$ cat src/rtl/ip_traffic_gen_if.sv
// ip_traffic_gen_if: local-port bundle between a traffic endpoint and its router.
//   master (endpoint): drives packet_out/valid_out, samples ready_in and the
//                      delivery side data_in/valid_in.
//   slave  (router)  : the mirror image.
// packet_t is declared here so both sides share one layout.
interface ip_traffic_gen_if #(
    parameter int WIDTH = 32
);
    typedef struct packed {
        logic [WIDTH-1:0] data;       // {ip_id, seq}
        logic [15:0]      src;        // {X, Y}
        logic [15:0]      dst;        // {x, y}
        logic [31:0]      timestamp;  // cycle of generation
        logic             valid;
    } packet_t;

    packet_t packet_out;
    logic    valid_out;
    logic    ready_in;
    packet_t data_in;
    logic    valid_in;

    modport master (output packet_out, valid_out, input ready_in, data_in, valid_in);
    modport slave  (input packet_out, valid_out, output ready_in, data_in, valid_in);
endinterface

$ cat src/rtl/ip_traffic_gen.sv
// ip_traffic_gen: NoC traffic endpoint for one router local port.
// Generates packets under a selectable injection scheme into a small source
// queue, so router backpressure never changes the offered load; drops are
// counted when the queue is full. Destinations come from a seeded Galois LFSR.
// Ports:
//   clk, rst_n          clock, async active-low reset
//   X, Y, ip_id         own coordinates and endpoint id
//   gen_mode, inj_rate  injection scheme select / random-mode threshold
//   bus (master)        packet_out/valid_out/ready_in, data_in/valid_in
//   tx_count, drop_count, rx_count, misroute_count, lat_sum, lat_max
// Build option: define IP_TRAFFIC_GEN_STATS_EN to compile in the receive-side
// statistics; otherwise rx_count/misroute_count/lat_sum/lat_max read 0.
module ip_traffic_gen #(
    parameter int          WIDTH        = 32,
    parameter int          MESH_DIM     = 2,
    parameter int          QUEUE_DEPTH  = 4,
    parameter int          BURST_PERIOD = 30,
    parameter int          BURST_ON     = 10,
    parameter int          PERIOD       = 5,
    parameter logic [15:0] SEED         = 16'hACE1
) (
    input  logic                 clk,
    input  logic                 rst_n,
    input  logic [7:0]           X,
    input  logic [7:0]           Y,
    input  logic [WIDTH/2-1:0]   ip_id,
    input  logic [2:0]           gen_mode,
    input  logic [3:0]           inj_rate,
    ip_traffic_gen_if.master     bus,
    output logic [31:0]          tx_count,
    output logic [31:0]          drop_count,
    output logic [31:0]          rx_count,
    output logic [31:0]          misroute_count,
    output logic [31:0]          lat_sum,
    output logic [31:0]          lat_max
);
    typedef struct packed {
        logic [WIDTH-1:0] data;
        logic [15:0]      src;
        logic [15:0]      dst;
        logic [31:0]      timestamp;
        logic             valid;
    } packet_t;

    localparam int          HW        = WIDTH / 2;
    localparam int          AW        = $clog2(QUEUE_DEPTH);
    localparam logic [31:0] NR        = 32'(MESH_DIM * MESH_DIM);
    localparam logic [31:0] MD        = 32'(MESH_DIM);
    localparam logic [AW:0] FULL_CNT  = (AW+1)'(QUEUE_DEPTH);
    localparam logic [15:0] LFSR_INIT = (SEED == 16'h0) ? 16'hACE1 : SEED;

    function automatic logic [31:0] sat_inc(input logic [31:0] v);
        return (v == 32'hFFFF_FFFF) ? v : v + 32'd1;
    endfunction

    // ---------------- state ----------------
    logic [31:0]   cyc_q, cyc_d;
    logic [15:0]   lfsr_q, lfsr_d;
    logic [HW-1:0] seq_q, seq_d;
    logic [AW-1:0] rd_q, rd_d, wr_q, wr_d;
    logic [AW:0]   cnt_q, cnt_d;
    packet_t       mem_q [QUEUE_DEPTH];
    packet_t       mem_d [QUEUE_DEPTH];
    logic [31:0]   tx_q, tx_d, drop_q, drop_d;

    // ---------------- generation strobe ----------------
    logic gen;
    always_comb begin
        gen = 1'b0;
        case (gen_mode)
            3'b000:  gen = lfsr_q[7:4] < inj_rate;
            3'b001:  gen = (cyc_q % 32'(BURST_PERIOD)) < 32'(BURST_ON);
            3'b010:  gen = (cyc_q % 32'(PERIOD)) == 32'd0;
            3'b011:  gen = cyc_q < 32'(BURST_ON);
            3'b100:  gen = ~cyc_q[0];
            3'b101:  gen = 1'b1;
            default: gen = 1'b0;
        endcase
    end

    // ---------------- new packet ----------------
    logic [31:0] idx, self_idx;
    packet_t     new_pkt;
    always_comb begin
        self_idx = {24'h0, Y} * MD + {24'h0, X};
        idx      = {16'h0, lfsr_q} % NR;
        // Never address ourselves: bump to the next router.
        if (idx == self_idx) idx = (idx + 32'd1) % NR;
        new_pkt           = '0;
        new_pkt.data      = {ip_id, seq_q};
        new_pkt.src       = {X, Y};
        new_pkt.dst       = {8'(idx % MD), 8'(idx / MD)};
        new_pkt.timestamp = cyc_q;
        new_pkt.valid     = 1'b1;
    end

    // ---------------- source queue ----------------
    logic empty, full, pop, push, drop;
    assign empty = (cnt_q == '0);
    assign full  = (cnt_q == FULL_CNT);
    assign pop   = !empty && bus.ready_in;
    // A simultaneous pop frees a slot, so a full queue still accepts.
    assign push  = gen && (!full || pop);
    assign drop  = gen && full && !pop;

    always_comb begin
        mem_d  = mem_q;
        rd_d   = rd_q;
        wr_d   = wr_q;
        cnt_d  = cnt_q;
        seq_d  = seq_q;
        tx_d   = tx_q;
        drop_d = drop_q;
        // When full, wr_q == rd_q: the slot written is the one leaving now.
        if (push) begin
            mem_d[wr_q] = new_pkt;
            wr_d        = wr_q + AW'(1);
            seq_d       = seq_q + HW'(1);
        end
        if (pop) begin
            rd_d = rd_q + AW'(1);
            tx_d = sat_inc(tx_q);
        end
        if (drop) drop_d = sat_inc(drop_q);
        case ({push, pop})
            2'b10:   cnt_d = cnt_q + (AW+1)'(1);
            2'b01:   cnt_d = cnt_q - (AW+1)'(1);
            default: cnt_d = cnt_q;
        endcase
    end

    always_comb begin
        cyc_d  = cyc_q + 32'd1;
        lfsr_d = {1'b0, lfsr_q[15:1]} ^ (lfsr_q[0] ? 16'hB400 : 16'h0000);
    end

    always_ff @(posedge clk or negedge rst_n) begin
        if (!rst_n) begin
            cyc_q  <= '0;
            lfsr_q <= LFSR_INIT;
            seq_q  <= '0;
            rd_q   <= '0;
            wr_q   <= '0;
            cnt_q  <= '0;
            tx_q   <= '0;
            drop_q <= '0;
            for (int i = 0; i < QUEUE_DEPTH; i++) mem_q[i] <= '0;
        end else begin
            cyc_q  <= cyc_d;
            lfsr_q <= lfsr_d;
            seq_q  <= seq_d;
            rd_q   <= rd_d;
            wr_q   <= wr_d;
            cnt_q  <= cnt_d;
            tx_q   <= tx_d;
            drop_q <= drop_d;
            mem_q  <= mem_d;
        end
    end

    assign bus.valid_out  = !empty;
    assign bus.packet_out = empty ? '0 : mem_q[rd_q];
    assign tx_count       = tx_q;
    assign drop_count     = drop_q;

    // ---------------- receive-side statistics ----------------
`ifdef IP_TRAFFIC_GEN_STATS_EN
    function automatic logic [31:0] sat_add(input logic [31:0] a, input logic [31:0] b);
        logic [32:0] s;
        s = {1'b0, a} + {1'b0, b};
        return s[32] ? 32'hFFFF_FFFF : s[31:0];
    endfunction

    packet_t     rx_pkt;
    logic [31:0] lat;
    logic [31:0] rx_q, rx_d, mis_q, mis_d, sum_q, sum_d, max_q, max_d;
    logic        unused_rx;

    assign rx_pkt    = bus.data_in;
    assign unused_rx = ^{rx_pkt.data, rx_pkt.src, rx_pkt.valid};
    // Modular subtraction keeps latency right across a cyc wrap.
    assign lat       = cyc_q - rx_pkt.timestamp;

    always_comb begin
        rx_d  = rx_q;
        mis_d = mis_q;
        sum_d = sum_q;
        max_d = max_q;
        if (bus.valid_in) begin
            rx_d  = sat_inc(rx_q);
            sum_d = sat_add(sum_q, lat);
            if (lat > max_q)            max_d = lat;
            if (rx_pkt.dst != {X, Y})   mis_d = sat_inc(mis_q);
        end
    end

    always_ff @(posedge clk or negedge rst_n) begin
        if (!rst_n) begin
            rx_q  <= '0;
            mis_q <= '0;
            sum_q <= '0;
            max_q <= '0;
        end else begin
            rx_q  <= rx_d;
            mis_q <= mis_d;
            sum_q <= sum_d;
            max_q <= max_d;
        end
    end

    assign rx_count       = rx_q;
    assign misroute_count = mis_q;
    assign lat_sum        = sum_q;
    assign lat_max        = max_q;
`else
    logic unused_rx;
    assign unused_rx      = ^{bus.data_in, bus.valid_in};
    assign rx_count       = '0;
    assign misroute_count = '0;
    assign lat_sum        = '0;
    assign lat_max        = '0;
`endif
endmodule

$ cat src/flat_wrapper.sv
// flat-port wrapper written by rule: the top's interface ports become plain ports
module ip_traffic_gen_flat 
#(
    parameter int          WIDTH        = 32,
    parameter int          MESH_DIM     = 2,
    parameter int          QUEUE_DEPTH  = 4,
    parameter int          BURST_PERIOD = 30,
    parameter int          BURST_ON     = 10,
    parameter int          PERIOD       = 5,
    parameter logic [15:0] SEED         = 16'hACE1
)
  (clk, rst_n, X, Y, ip_id, gen_mode, inj_rate, tx_count, drop_count, rx_count, misroute_count, lat_sum, lat_max, bus_packet_out, bus_valid_out, bus_ready_in, bus_data_in, bus_valid_in);
  ip_traffic_gen_if #(.WIDTH(WIDTH)) bus_i ();
  input  logic clk;
  input  logic rst_n;
  input  logic [7:0] X;
  input  logic [7:0] Y;
  input  logic [WIDTH/2-1:0] ip_id;
  input  logic [2:0] gen_mode;
  input  logic [3:0] inj_rate;
  output logic [31:0] tx_count;
  output logic [31:0] drop_count;
  output logic [31:0] rx_count;
  output logic [31:0] misroute_count;
  output logic [31:0] lat_sum;
  output logic [31:0] lat_max;
  output wire logic [$bits(bus_i.packet_out)-1:0] bus_packet_out;
  output wire logic [$bits(bus_i.valid_out)-1:0] bus_valid_out;
  input wire logic [$bits(bus_i.ready_in)-1:0] bus_ready_in;
  input wire logic [$bits(bus_i.data_in)-1:0] bus_data_in;
  input wire logic [$bits(bus_i.valid_in)-1:0] bus_valid_in;
  assign bus_packet_out = bus_i.packet_out;
  assign bus_valid_out = bus_i.valid_out;
  assign bus_i.ready_in = bus_ready_in;
  assign bus_i.data_in = bus_data_in;
  assign bus_i.valid_in = bus_valid_in;
  ip_traffic_gen #(.WIDTH(WIDTH), .MESH_DIM(MESH_DIM), .QUEUE_DEPTH(QUEUE_DEPTH), .BURST_PERIOD(BURST_PERIOD), .BURST_ON(BURST_ON), .PERIOD(PERIOD), .SEED(SEED)) u_core (.clk(clk), .rst_n(rst_n), .X(X), .Y(Y), .ip_id(ip_id), .gen_mode(gen_mode), .inj_rate(inj_rate), .bus(bus_i), .tx_count(tx_count), .drop_count(drop_count), .rx_count(rx_count), .misroute_count(misroute_count), .lat_sum(lat_sum), .lat_max(lat_max));
endmodule
$ cat config.mk
export PLATFORM = sky130hd
export DESIGN_NAME = ip_traffic_gen_flat
export DESIGN_NICKNAME = d
export VERILOG_FILES = /design/src/rtl/ip_traffic_gen_if.sv /design/src/rtl/ip_traffic_gen.sv /design/src/flat_wrapper.sv
export SDC_FILE = /design/constraint.sdc
export NUM_CORES = 1
export LEC_CHECK = 0
export CAP_MARGIN = 20
export CELL_PAD_IN_SITES_DETAIL_PLACEMENT = 1
export CELL_PAD_IN_SITES_GLOBAL_PLACEMENT = 2
export CORE_AREA = 5 5 310 312
export DETAILED_ROUTE_END_ITERATION = 12
export DIE_AREA = 0 0 315 317
export GPL_TIMING_DRIVEN = 0
export PLACE_DENSITY = 0.81
export SYNTH_ARGS = -nofsm -noshare
export SYNTH_HDL_FRONTEND = slang
export SYNTH_SLANG_ARGS = --single-unit
$ cat constraint.sdc
create_clock -name clk -period 11.9 [get_ports clk]
set_clock_uncertainty 0.05 [all_clocks]
set_input_delay 2.38 -clock clk [delete_from_list [all_inputs] [get_ports clk]]
set_output_delay 2.38 -clock clk [all_outputs]
set_load 0.03 [all_outputs]
==> summary.md, run 1 <==
### Power and ir drop
- 254 uV — Worst VDD drop
- 149 nW/um^2 — cell area power density
- 6.03 mW — total power of the final layout
- 17.2 nW — static leakage

### Worst setup path
- flip-flop — crit start category
- flip-flop to flip-flop — worst setup path class
- buf_6 — Crit path top cell by count
- 13,830 ps — CP Data Arrival Time
- u_core.cnt_q[2] — Worst R2R End
- 8 — worst-path fanout max
- compound AO/OA/AOI/OAI gates — cell type group with the largest total delay on the critical path
- a311oi_4 — slowest CP cell
- -1430 ps — register-to-register path setup slack
- 13 — worst path bufs/invs
- u_core.cyc_q[26] — startpoint of the worst register-to-register path
- 60 — Worst Reg-to-Reg Cells
- 12,400 ps — Data required, critical path
- flip-flop — type of element capturing the critical path
- 400 ps — Max stage delay on crit path

### Logic synthesis
- dfrtp_1 — most instantiated library cell after synthesis
- dfrtp_1 — leading area contributor after synthesis
- 100% — async set or reset register ratio after synthesis
- dfrtp_1 — Main synth FF type
- 2,875 — gate count of the mapped netlist
- 0 — warning count from the yosys run
- dfrtp_1, mux2_1, mux4_2 — leading cell types by total area after synthesis
- 37.7% — area share of the largest cell type after synthesis
- 30,500 sq um — synthesized cell area
- 0 — count of flip-flops with a built-in enable after synthesis
- 124 — number of library cell types mapped by synthesis
- 10.6 sq um — Avg Synthesized Cell Area
- 38.4% — share of the yosys chip area belonging to registers
- 467 — flops & latches, synth
- dfrtp_1, mux2_1, buf_4 — leading cell types by count after synthesis

### Drt
- 5 — Pre-Repair DR Iteration Count
- 99,400 um — final wirelength
- 0 — count of unresolved DRC violations after routing
- 5.29 — routed via count divided by cell count
- 25,200 — routed via count
- 20.9 um — average routed wire per standard cell
- 0 — remaining antenna violation count after routing
- 1,311 — DR iter-0 viols

### Global routing
- 25.1% — global routing met1 resource utilization
- 32.0% — GRT met2 Usage
- 26,500 — vias in the first global route
- met2 — GRT Max-Usage Layer
- 154,000 um — global-route wire length before repair
- 18.8% — global routing usage summed across all routing layers
- 3.62% — GRT met3 Usage
- 115 — pin count of the biggest net entering global routing
- 0 — final global-route overflow total
- 10 — antenna violations before repair

### Layout
- 27.1% — proportion of layout cells with a drive suffix above 1
- 10,200 — fill cell total of the finished layout
- 3,629 — nets@finish
- 11,700 sq um — FF/Latch Area
- 40,500 sq um — final instance area
- 33.0% — Layout area overhead
- 19,100 sq um — multi-input gate area in the final layout
- 4,758 — number of cells in the finished layout apart from fillers

### Timing
- 31.6% — slew margin rel.
- 308 ps — Hold Slack
- 112% — final cycle utilization of the critical path
- 13,330 ps — final critical delay including setup and external delays
- 75.0 MHz — Fmax
- 0 — hold violation total from the final report
- yes — unrepaired setup endpoints after global routing
- 1030 ps — slew at the pin with the worst max-slew slack
- -1430 ps — final setup slack of the worst path
- 0 — final count of pins violating max slew
- 385 — Finish-stage setup viols
- -487,290 ps — final setup TNS

### Placement
- 67,900 um — half-perimeter wire length after placement
- 4,465 — placed cell count
- 189 — Buffers on Ports
- 34,900 sq um — area post-placement
- 0.839 — Routability Congestion

### Clocking
- 467 — number of clock sinks
- built — CTS tree
- 0 — hold buffer count at cts
- 60 ps — Clk pin slew, worst setup/hold paths
- 51 — Num CTS Buffers
- 3 — maximum buffer depth of the clock tree
- clkbuf_16 — cell at the root of the clock tree
- 630 ps — clock latency of the later-clocked register in the worst-skew pair
- 2 — H-tree depth

### Floorplan
- 317 um — die span in y
- 99,900 sq um — area enclosed by the die boundary
- 430 — I/O pin cnt
- 315 um — overall die width
- 112 — Placement Rows
- 32.8% — initial cell density of the core
- 92,800 sq um — Core Area

### Status
- setup timing — failing checks
- finished with violations — outcome

### Worst hold path
- u_core.lfsr_q[12] — hold_sp
- u_core.lfsr_q[11] — hold worst-path end
- flip-flop to flip-flop — path category of the worst min-delay check
- 0 — instance count along the most critical hold path

### Job
- 0 — max-capacitance violation count

-- layout make-up --
cell class / instances / share of cell area, %
Clock buffer: 70 / 3.55
Antenna cell: 2 / 0.0123
Buffer: 336 / 5.71
Inverter: 59 / 0.546
Sequential cell: 467 / 28.9
Tap cell: 1254 / 3.87
Multi-Input combinational cell: 2147 / 47.2
Timing Repair Buffer: 401 / 9.41
Clock inverter: 22 / 0.821
-- repair_timing --
item | 4_1_cts | 5_1_grt
endpoints found under the setup margin | 385 | 385
cloned | 1 | 2
setup buffers | 130 | 74
gates resized for setup | 280 | 147
pin swaps | 103 | 93
-- power by group --
part | internal, mW | total [mW] | switching (mW)
Sequential | 1.93 | 2.13 | 0.200
Clock | 0.981 | 1.67 | 0.692
Combinational | 1.02 | 2.23 | 1.21
Total | 3.93 | 6.03 | 2.10
-- cells in the final DEF, fill, tap and decap left out, drive strengths merged, types with 27 or more instances in the layout --
cell type | netlist | layout
dfrtp | 459 | 459
buf | 221 | 427
mux2 | 343 | 343
clkbuf | 122 | 191
clkdlybuf4s50 | 0 | 188
nor2 | 145 | 145
conb | 1 | 142
nand2 | 136 | 136
xnor2 | 126 | 126
nand3 | 113 | 113
and2 | 108 | 108
a21oi | 97 | 97
o21ai | 87 | 87
mux4 | 84 | 84
nor3 | 64 | 64
nand4 | 58 | 58
inv | 53 | 54
and3 | 49 | 49
o211ai | 41 | 41
a211oi | 30 | 30
o2111ai | 27 | 27
-- flip-flops by register name, summed over array words and instances (netlist names) --
| name | cells |
|---|---|
| u_core.wr_q | 2 |
| u_core.tx_count | 32 |
| u_core.drop_count | 32 |
| u_core.cnt_q | 3 |
| u_core.seq_q | 16 |
| u_core.cyc_q | 32 |
| u_core.mem_q | 332 |
| u_core.lfsr_q | 16 |
| u_core.rd_q | 2 |
-- worst register-to-register path, delay by kind of cell, from the launching register on --
kind / cells / cell delay (ps)
AOI/OAI and AO/OA: 27 / 6200
buffers and inverters: 13 / 1990
and+or+nand+nor: 9 / 1920
muxes: 3 / 1100
adders and majority gates: 4 / 1040
xor gates and xnor gates: 4 / 630
DFF: 1 / 380
-- metrics by stage --
stage                     util [%]  setup slack [ps]
after floorplan                  -              -268
after global placement        37.5            -13030
after detailed placement      37.7             -3360
after CTS                     42.2              -923
after global routing          43.7             -1830
final                         43.7             -1430
-- worst max path at each step --
| stage | start | to | slack (ps) | depth (start not counted) |
|---|---|---|---|---|
| 2_1_floorplan | u_core.cyc_q[29] | u_core.cnt_q[2] | -270 | 54 |
| 3_3_place_gp | rst_n | u_core.cyc_q[16] | -13030 | 1 |
| 3_5_place_dp | u_core.cyc_q[27] | u_core.cnt_q[2] | -3360 | 56 |
| 4_1_cts | u_core.cyc_q[29] | u_core.cnt_q[2] | -920 | 57 |
| 5_1_grt | u_core.cyc_q[26] | u_core.cnt_q[2] | -1830 | 60 |
| 6_report | u_core.cyc_q[26] | u_core.cnt_q[2] | -1430 | 60 |
-- cells by family after synthesis --
kind of cell | share of synthesized area [%]
and+or+nand+nor | 14.5
AOI/OAI and AO/OA | 14.3
other | 0.0123
muxes | 19.7
adders and majority gates | 1.22
xor gates and xnor gates | 4.39
DFF | 38.4
buffers and inverters | 7.52
-- routing by layer --
layer  share of wire [%]  up-vias
met5               0.054        -
met4                 1.8        6
met3                 4.7      119
met2                  49      444
met1                  44    13000
li1                    -    11600
(Power assumes the default switching activity.)
==> inputs of run 2 (changes only) <==
- ABC_AREA: not set -> 1
- CORE_AREA: 5 5 310 312 -> 5 5 337 339
- DIE_AREA: 0 0 315 317 -> 0 0 342 344
- PLACE_DENSITY: 0.81 -> 0.8
==> summary.md, run 2 <==
### Logic synthesis
- 36.8% — share of the yosys chip area belonging to registers, was 38.4%
- 38.3% — basic-gate share of the synthesized area counting and, or, nand and nor cells, was 14.5%
- 31,800 sq um — synthesized cell area, was 30,500 sq um
- 100% — async set or reset register ratio after synthesis, unchanged
- 0 — count of flip-flops with a built-in enable after synthesis, unchanged
- dfrtp_1 — leading area contributor after synthesis, unchanged
- nand2_1 — most instantiated library cell after synthesis, was dfrtp_1
- 65 — number of library cell types mapped by synthesis, was 124
- dfrtp_1, nand2_1, nand4_1 — leading cell types by total area after synthesis, was dfrtp_1, mux2_1, mux4_2
- simple AND/OR/NAND/NOR gates — combinational family with the most area after synthesis, was multiplexers
- nand2_1, dfrtp_1, nor2_1 — leading cell types by count after synthesis, was dfrtp_1, mux2_1, buf_4
- 6.81% — compound-gate portion of the synthesized area, was 14.3%
- 7.48 sq um — Avg Synthesized Cell Area, was 10.6 sq um
- 0 — warning count from the yosys run, unchanged
- dfrtp_1 — Main synth FF type, unchanged
- 4,243 — gate count of the mapped netlist, was 2,875
- 1.07% — Post-Synth Adder-Cell Area, was 1.22%
- 0.0670% — multiplexer share of the synthesized area, was 19.7%
- 3.32% — xor/xnor share of the synthesized area, was 4.39%
- 467 — flops & latches, synth, unchanged
- 36.2% — area share of the largest cell type after synthesis, was 37.7%

### Layout
- 13,200 — fill cell total of the finished layout, was 10,200
- 332 — max reg flops, unchanged
- 4,948 — nets@finish, was 3,629
- 33.3% — Layout area overhead, was 33.0%
- u_core.mem_q — register containing the most flip-flops in the final layout, unchanged
- nand2_1, dfrtp_1, nor2_1 — commonest non-fill, non-tap cells in the layout, was dfrtp_1, buf_4, mux2_1
- 27.5% — proportion of layout cells with a drive suffix above 1, was 27.1%
- nand2_1 — most frequent standard cell in the layout excluding fill and tap cells, was dfrtp_1

### Global routing
- 185,000 um — global-route wire length before repair, was 154,000 um
- 31,600 — vias in the first global route, was 26,500
- 6 — antenna violations before repair, was 10
- 112 — pin count of the biggest net entering global routing, was 115
- 33.8% — GRT met2 Usage, was 32.0%
- 26.7% — global routing met1 resource utilization, was 25.1%
- 2.56% — GRT met3 Usage, was 3.62%
- 19.7% — global routing usage summed across all routing layers, was 18.8%
- 0 — final global-route overflow total, unchanged
- met2 — GRT Max-Usage Layer, unchanged

### Clocking
- 3 — maximum buffer depth of the clock tree, unchanged
- 0 — hold buffer count at cts, unchanged
- 2 — H-tree depth, unchanged
- clkbuf_16 — cell at the root of the clock tree, unchanged
- 467 — number of clock sinks, unchanged
- 660 ps — clock latency of the later-clocked register in the worst-skew pair, was 630 ps
- 57 — Num CTS Buffers, was 51
- 70 ps — Clk pin slew, worst setup/hold paths, was 60 ps
- built — CTS tree, unchanged

### Floorplan
- 342 um — overall die width, was 315 um
- 344 um — die span in y, was 317 um
- 122 — Placement Rows, was 112
- 110,000 sq um — Core Area, was 92,800 sq um
- 430 — I/O pin cnt, unchanged
- 28.9% — initial cell density of the core, was 32.8%
- 118,000 sq um — area enclosed by the die boundary, was 99,900 sq um

### Worst setup path
- flip-flop to flip-flop — worst setup path class, unchanged
- u_core.cyc_q[31] — startpoint of the worst register-to-register path, was u_core.cyc_q[26]
- 6 — worst-path fanout max, was 8
- 13,100 ps — CP Data Arrival Time, was 13,830 ps
- nand2_4 — Crit path top cell by count, was buf_6
- dfrtp_2 — slowest CP cell, was a311oi_4
- 440 ps — Max stage delay on crit path, was 400 ps
- u_core.cnt_q[2] — endpoint of the most critical setup path, unchanged
- flip-flop — type of element capturing the critical path, unchanged
- flip-flop — crit start category, unchanged
- 12,380 ps — Data required, critical path, was 12,400 ps
- 130 — Worst Reg-to-Reg Cells, was 60
- -720 ps — register-to-register path setup slack, was -1430 ps
- u_core.cnt_q[2] — Worst R2R End, unchanged
- u_core.cyc_q[31] — crit path from, was u_core.cyc_q[26]

### Timing
- 12,620 ps — final critical delay including setup and external delays, was 13,330 ps
- -223,030 ps — final setup TNS, was -487,290 ps
- yes — unrepaired setup endpoints after global routing, unchanged
- 0 — hold violation total from the final report, unchanged
- -718 ps — final setup slack of the worst path, was -1430 ps
- 17.9% — slew margin rel., was 31.6%
- 79.3 MHz — Fmax, was 75.0 MHz
- 1230 ps — slew at the pin with the worst max-slew slack, was 1030 ps
- 385 — Finish-stage setup viols, unchanged
- 0 — final count of pins violating max slew, unchanged
- 106% — final cycle utilization of the critical path, was 112%
- 296 ps — Hold Slack, was 308 ps

### Status
- finished with violations — outcome, unchanged
- setup timing — failing checks, unchanged

### Power and ir drop
- 182 nW/um^2 — cell area power density, was 149 nW/um^2
- 21.1 nW — static leakage, was 17.2 nW
- 113 uV — Worst VDD drop, was 254 uV

### Placement
- 0.824 — Routability Congestion, was 0.839
- -1990 ps — post-placement worst setup slack, was -3360 ps
- 86,900 um — half-perimeter wire length after placement, was 67,900 um
- 189 — Buffers on Ports, unchanged

### Worst hold path
- flip-flop to flip-flop — path category of the worst min-delay check, unchanged
- 0 — instance count along the most critical hold path, unchanged

### Drt
- 125,000 um — final wirelength, was 99,400 um
- 1,765 — DR iter-0 viols, was 1,311
- 0 — count of unresolved DRC violations after routing, unchanged
- 4.90 — routed via count divided by cell count, was 5.29
- 5 — Pre-Repair DR Iteration Count, unchanged
- 0 — remaining antenna violation count after routing, unchanged
- 19.7 um — average routed wire per standard cell, was 20.9 um
- 31,000 — routed via count, was 25,200

### Job
- 0 — max-capacitance violation count, unchanged

-- run 2: cell types whose count changed after synthesis, moves of 140 or more --
| cell | previous run | this run |
|---|---|---|
| nand2_1 | 134 | 1175 |
| o21ai_0 | 59 | 199 |
| nor2_1 | 143 | 448 |
| nand4_1 | 55 | 373 |
| nand2_2 | 2 | 170 |
| mux2_1 | 331 | 0 |
-- run 2: worst max-delay path, delay by kind of cell, from the launching register on --
kind                       cells  cell delay, ps
buffers and inverters         21            1810
xor gates and xnor gates       2             300
AOI/OAI and AO/OA              7            1100
DFF                            1             440
adders and majority gates      3             640
and+or+nand+nor               97            8060
-- run 2: layout make-up --
cell class                 count  area, sq um  share of cell area, %
timing repair buffer         338         3800                   8.98
clock inverter                18          253                  0.597
sequential                   467        11700                   27.6
multi-input combinational   3257        18500                   43.7
buffer                       410         3590                   8.49
inverter                     251          958                   2.26
clock buffer                  85         1630                   3.86
antenna                        6         15.0                 0.0355
tap                         1488         1860                   4.40
-- run 2: through the flow --
step / std cells / power, mW / util (%) / area, sq um
6_report: 6320 / 7.70 / 38.5 / 42300
5_1_grt: 6317 / 8.12 / 38.4 / 42300
4_1_cts: 6234 / 7.59 / 35.8 / 39400
3_5_place_dp: 6067 / 5.74 / 32.9 / 36200
3_3_place_gp: 6061 / 5.70 / 32.7 / 36000
2_1_floorplan: 4384 / 4.19 / - / 32300
-- run 2: worst min-delay path by stage --
stage / start / slack, ps / end
floorplan: u_core.lfsr_q[2] / 280 / u_core.lfsr_q[1]
global placement: u_core.lfsr_q[3] / 280 / u_core.lfsr_q[2]
detailed placement: u_core.lfsr_q[9] / 290 / u_core.lfsr_q[8]
CTS: u_core.lfsr_q[9] / 300 / u_core.lfsr_q[8]
global route: u_core.lfsr_q[9] / 300 / u_core.lfsr_q[8]
finish: u_core.lfsr_q[9] / 300 / u_core.lfsr_q[8]
-- run 2: timing repair --
action                                  in CTS  in global routing
resized for setup                          217                452
cloned                                       0                 32
setup buffers                               64                 48
pin swaps                                  116                163
endpoints found under the setup margin     385                385
-- run 2: layer usage --
layer  share of wire (%)  wire [um]  up-vias
met3                 4.1       5060      118
met5               0.010         13        -
met1                  46      57200    15500
met2                  48      60000      596
li1                    -          -    14800
met4                 1.9       2390        2
-- run 2: power breakdown --
group,internal (mW),leakage [nW],switching [mW]
clock network,1.04,0.916,0.767
registers,1.91,6.14,0.222
logic,1.24,14.0,2.53
-- run 2: logic make-up (layout without fill, tap and decap cells) --
| kind of cell | after synthesis | after routing |
|---|---|---|
| simple gates | 2572 | 2573 |
| buf+inv | 661 | 1102 |
| flops | 467 | 467 |
| compound gates | 397 | 397 |
| xor+xnor | 117 | 117 |
| fa+ha+maj | 26 | 26 |
| mux | 2 | 2 |
| other cells | 1 | 148 |
